--- src/rtl/shift_unit.sv ---
// shift_unit: iterative barrel-less shifter. It performs one 1-bit step per
// clock in the captured mode (LSL, LSR, ASR, ROR), so the latency equals the
// shift amount.
//
// Ports:
//   clk, reset          - rising-edge clock, asynchronous active-high reset
//   in_valid/in_ready   - request handshake (in_data, in_mode, in_amt)
//   out_valid/out_ready - result handshake (out_data, out_carry, out_zero)
//   state_dbg           - current FSM state, for observation only
//
// Handshake: a transfer happens on a rising edge where valid && ready are both
// high. The producer holds its payload stable until that edge. in_ready is
// high only in IDLE and out_valid is high only in DONE, so a new request can
// never be accepted on the same edge that a result is consumed.
module shift_unit #(
  parameter int WIDTH = 16,
  parameter int AMT_W = $clog2(WIDTH)
) (
  input  logic             clk,
  input  logic             reset,
  input  logic             in_valid,
  output logic             in_ready,
  input  logic [WIDTH-1:0] in_data,
  input  logic [1:0]       in_mode,
  input  logic [AMT_W-1:0] in_amt,
  output logic             out_valid,
  input  logic             out_ready,
  output logic [WIDTH-1:0] out_data,
  output logic             out_carry,
  output logic             out_zero,
  output logic [1:0]       state_dbg
);

  typedef enum logic [1:0] {
    IDLE  = 2'd0,
    SHIFT = 2'd1,
    DONE  = 2'd2
  } state_t;

  localparam logic [1:0] MODE_LSL = 2'b00;
  localparam logic [1:0] MODE_LSR = 2'b01;
  localparam logic [1:0] MODE_ASR = 2'b10;

  state_t           state_q, state_d;
  logic [WIDTH-1:0] work_q, work_d;
  logic [1:0]       mode_q, mode_d;
  logic [AMT_W-1:0] count_q, count_d;
  logic [WIDTH-1:0] res_q, res_d;
  logic             carry_q, carry_d;
  logic             zero_q, zero_d;

  // One 1-bit step of the captured mode applied to the working register.
  logic [WIDTH-1:0] step_data;
  logic             step_carry;

  always_comb begin
    step_data  = work_q;
    step_carry = 1'b0;
    case (mode_q)
      MODE_LSL: begin
        step_data  = {work_q[WIDTH-2:0], 1'b0};
        step_carry = work_q[WIDTH-1];
      end
      MODE_LSR: begin
        step_data  = {1'b0, work_q[WIDTH-1:1]};
        step_carry = work_q[0];
      end
      MODE_ASR: begin
        step_data  = {work_q[WIDTH-1], work_q[WIDTH-1:1]};
        step_carry = work_q[0];
      end
      default: begin // ROR
        step_data  = {work_q[0], work_q[WIDTH-1:1]};
        step_carry = work_q[0];
      end
    endcase
  end

  always_comb begin
    state_d = state_q;
    work_d  = work_q;
    mode_d  = mode_q;
    count_d = count_q;
    res_d   = res_q;
    carry_d = carry_q;
    zero_d  = zero_q;
    case (state_q)
      IDLE: begin
        if (in_valid) begin
          work_d = in_data;
          mode_d = in_mode;
          if (in_amt == '0) begin
            // Zero-distance request: the result is the operand itself.
            res_d   = in_data;
            carry_d = 1'b0;
            zero_d  = (in_data == '0);
            count_d = '0;
            state_d = DONE;
          end else begin
            count_d = in_amt;
            state_d = SHIFT;
          end
        end
      end
      SHIFT: begin
        work_d  = step_data;
        count_d = count_q - 1'b1;
        // The final step publishes straight into the result registers, so
        // the outputs only change when a result becomes valid.
        if (count_q == AMT_W'(1)) begin
          res_d   = step_data;
          carry_d = step_carry;
          zero_d  = (step_data == '0);
          state_d = DONE;
        end
      end
      DONE: begin
        if (out_ready) state_d = IDLE;
      end
      default: state_d = IDLE;
    endcase
  end

  always_ff @(posedge clk or posedge reset) begin
    if (reset) begin
      state_q <= IDLE;
      work_q  <= '0;
      mode_q  <= '0;
      count_q <= '0;
      res_q   <= '0;
      carry_q <= 1'b0;
      zero_q  <= 1'b1;
    end else begin
      state_q <= state_d;
      work_q  <= work_d;
      mode_q  <= mode_d;
      count_q <= count_d;
      res_q   <= res_d;
      carry_q <= carry_d;
      zero_q  <= zero_d;
    end
  end

  assign in_ready  = (state_q == IDLE);
  assign out_valid = (state_q == DONE);
  assign out_data  = res_q;
  assign out_carry = carry_q;
  assign out_zero  = zero_q;
  assign state_dbg = state_q;

endmodule
--- config.mk ---
export PLATFORM = sky130hd
export DESIGN_NAME = shift_unit
export DESIGN_NICKNAME = d
export VERILOG_FILES = /design/src/rtl/shift_unit.sv
export SDC_FILE = /design/constraint.sdc
export NUM_CORES = 1
export LEC_CHECK = 0
export ABC_AREA = 1
export CAP_MARGIN = 5
export CORE_MARGIN = 2
export CORE_UTILIZATION = 45
export CTS_CLUSTER_SIZE = 25
export DETAILED_ROUTE_END_ITERATION = 12
export GPL_TIMING_DRIVEN = 0
export PLACE_DENSITY = 0.8
export SYNTH_ARGS = -nofsm -noshare
export SYNTH_HDL_FRONTEND = slang
export SYNTH_SLANG_ARGS = --single-unit
--- constraint.sdc ---
create_clock -name clk -period 1.87 [get_ports clk]
set_input_delay 0.2805 -clock clk [delete_from_list [all_inputs] [get_ports clk]]
set_output_delay 0.2805 -clock clk [all_outputs]
set_load 0.01 [all_outputs]
==> impl_results.md, run 1 <==
- Status: completed
- Part of the power in registers: 0.300
- Vias in the first global route: 1,989
- Hold bufs inserted after CTS: 0
- Clock Sinks: 42
- Post-CTS setup repair buffer count: 0
- Largest net degree at the start of global routing: 43
- Fin. Hold Viols: 0
- # IOs: 48
- Insertion delay to the later sink of the worst-skew pair: 0.30 ns
- Max Freq: 565 MHz
- Placed Area: 2810 µm²
- Drt first-iter violations: 166
- Worst min path class: in -> async
- CTS tree: done
- H-Tree Depth: 2
- Fin crit share: 0.947
- Commonest non-fill, non-tap cell in the layout: nand2_1
- CTS root buf: clkbuf_8
- Most frequent cells in the layout: nand2_1 (132), clkdlybuf4s50_1 (47), dfrtp_1 (41), o21ai_1 (26)
- Initial core utilization: 0.471
- Largest fanout on the critical path: 4
- TritonRoute pass-1 iters: 5
- Worst vdd ir: 0.000929 V
- Final setup viols: 0
- IO buf count: 47
- Final WL: 5600 µm
- Routed vias: 2,160
- Req. time, crit path: 1.59 ns
- Die area: 5590 µm²
- Routed WL per cell: 13.0 µm
- Top-area cell type share of the netlist area: 0.456
- Post-cts sizing count: 0
- YS warnings: 0
- DRC: 0
- Share of synthesized registers carrying an async set or reset: 1.00
- Syn_nets: 338
- Flops & latches, synth: 42
- GPL Wtd Cong: 0.964
- Clock power share: 0.132
- CP endpoint kind: output port
- Worst Tran Pin Value: 0.875 ns
- Min setup slack post-route: 0.0989 ns
- Post-route ant nets: 0
- Clk buf depth: 2
- CORE AREA: 4790 µm²
- Setup crit start kind: flip-flop
- DIE WIDTH: 74.7 µm
- Fin nets: 392
- Area delta synth->final: 29.3%
- Clock transition at path regs: 0.08 ns
- Switch share: 0.450
- Power Dens Cells: 1870 nW/µm²
- Synth Flop Type: dfrtp_1
- Slew headroom: 0.416
- Critical setup path kind: reg -> out
- Syn avg cell area: 7.27 µm²
- Cts bufs inserted: 5
- Pleak: 1.43 nW
- RSZ-0062 raised after global routing: no
- DP Worst Slack: 0.111 ns
- Setup TNS: 0 ns
- GRT Overall Usage: 0.214
- Seq/Total Area, Yosys: 0.467
- Clock skew: 0.00557 ns
- Slowest stage delay, CP: 0.53 ns
- Logic pwr share: 0.568
- # rows: 25
- P_sw: 2.45 mW
- Post-synth EDFFs: 0
- Internal power: 2.99 mW
- Hpwl dp: 4060 µm
- Ant diodes: 0
- Finished Cell Area: 2910 µm²
- Period minus WS final: 1.77 ns
- Area contributors post-synth: dfrtp_1 (46%), nand2_1 (22%), o21ai_1 (5.8%)
- Cells after synthesis: 310
- Share of cells above drive strength 1: 0.0904
- Grt total ovfl: 0
- Worst EP arrival: 1.49 ns
- Leading area contributor after synthesis: dfrtp_1
- Global-route wire length before repair: 9020 µm
- Pins over their slew limit: 0
- Synthesized cell area: 2250 µm²
- MaxCap Viol Count: 0
- Antenna violations before repair: 0
- Unique cell type count in the Yosys netlist: 28
- Critical-path top delay cell: clkdlybuf4s50_1
- Vias per cell: 5.00
- CP cell instances: inv_1, nand2_1, inv_2, clkdlybuf4s50_1
- Die H: 74.7 µm
## cells in the mapped netlist, types with 2 or more instances
master   number
ha_1          2
buf_6         2
nand3_1       5
nand2_2       4
nand2_1     132
inv_2         5
inv_1        24
nor3_1        4
dfrtp_1      41
o21ai_1      26
o21ai_0      17
buf_2         8
a31oi_1       3
nor2_1       23
## kinds of logic (layout without fill, tap and decap cells)
kind of cell,after synthesis,count (layout),synth area share
buffers and inverters,41,96,0.0806
flip-flops,42,42,0.467
AO/OA/AOI/OAI,52,52,0.128
XOR/XNOR,1,1,0.00389
AND/OR/NAND/NOR,172,172,0.309
adder cells (fa/ha/maj),2,2,0.0111
## power by group through the flow
stage	sequential (mW)	clock, mW	combinational, mW
4_1_cts	1.63	0.727	3.08
5_1_grt	1.69	0.759	3.44
3_5_place_dp	1.65	0	3.06
3_3_place_gp	1.63	0	2.98
2_1_floorplan	1.70	0	1.96
6_report	1.63	0.719	3.09
## routing by layer
layer	part of all wire	GRT usage	up-vias	wire, µm
li1	-	-	1083	-
met1	0.46	0.278	1007	2560
met2	0.47	0.352	61	2660
met3	0.048	0.0549	9	271
met4	0.021	0.0714	0	117
met5	0	0	-	0
## critical path: cells and delay by family (launching register included)
| family | cells | cell delay (ns) |
|---|---|---|
| buffers and inverters | 3 | 0.68 |
| and+or+nand+nor | 1 | 0.08 |
| DFF | 1 | 0.43 |
## layout make-up
type / count / area, µm²
well taps: 67 / 83.8
plain buffers: 11 / 66.3
inverters: 30 / 115
clock inverters: 1 / 30.0
repair buffers: 47 / 470
multi-input cells: 227 / 1020
fillers: 451 / 1870
clock buffers: 7 / 76.3
flip-flops and latches: 42 / 1050
## flip-flops by register name, indices dropped and copies added, names as in the netlist
signal,cells
work_q,16
out_data,16
count_q,4
out_zero,1
out_carry,1
mode_q,2
state_dbg,2
## stage by stage
step,total power [mW],hold slack (ns),std cells,utilization
3_3_place_gp,4.61,0.461,424,0.586
5_1_grt,5.88,0.507,432,0.609
2_1_floorplan,3.65,0.401,310,-
4_1_cts,5.43,0.486,432,0.609
6_report,5.44,0.480,432,0.609
3_5_place_dp,4.70,0.464,424,0.586
## worst paths after layout
path / from / endpoint / slack [ns] / depth (start not counted)
max in group asynchronous: reset / work_q[6] / 0.85 / 2
setup / recovery: state_dbg[0] / in_ready / 0.1 / 4
hold reg to reg: out_data[11] / out_data[11] / 0.48 / 2
setup reg to reg: state_dbg[1] / out_data[4] / 0.31 / 9
hold / removal: reset / out_data[14] / 0.48 / 2
min in group clk: out_data[11] / out_data[11] / 0.48 / 2
Power figures use the tool's default switching activity.
==> inputs of run 2 (changes only) <==
--- a/config.mk
+++ b/config.mk
@@ -9,7 +9,7 @@
 export CAP_MARGIN = 5
 export CORE_MARGIN = 2
 export CORE_UTILIZATION = 45
-export CTS_CLUSTER_SIZE = 25
+export CTS_CLUSTER_SIZE = 24
 export DETAILED_ROUTE_END_ITERATION = 12
 export GPL_TIMING_DRIVEN = 0
 export PLACE_DENSITY = 0.8
==> results of run 2 <==
Same layout as run 1: the final DEF is identical, and so are final timing and power.
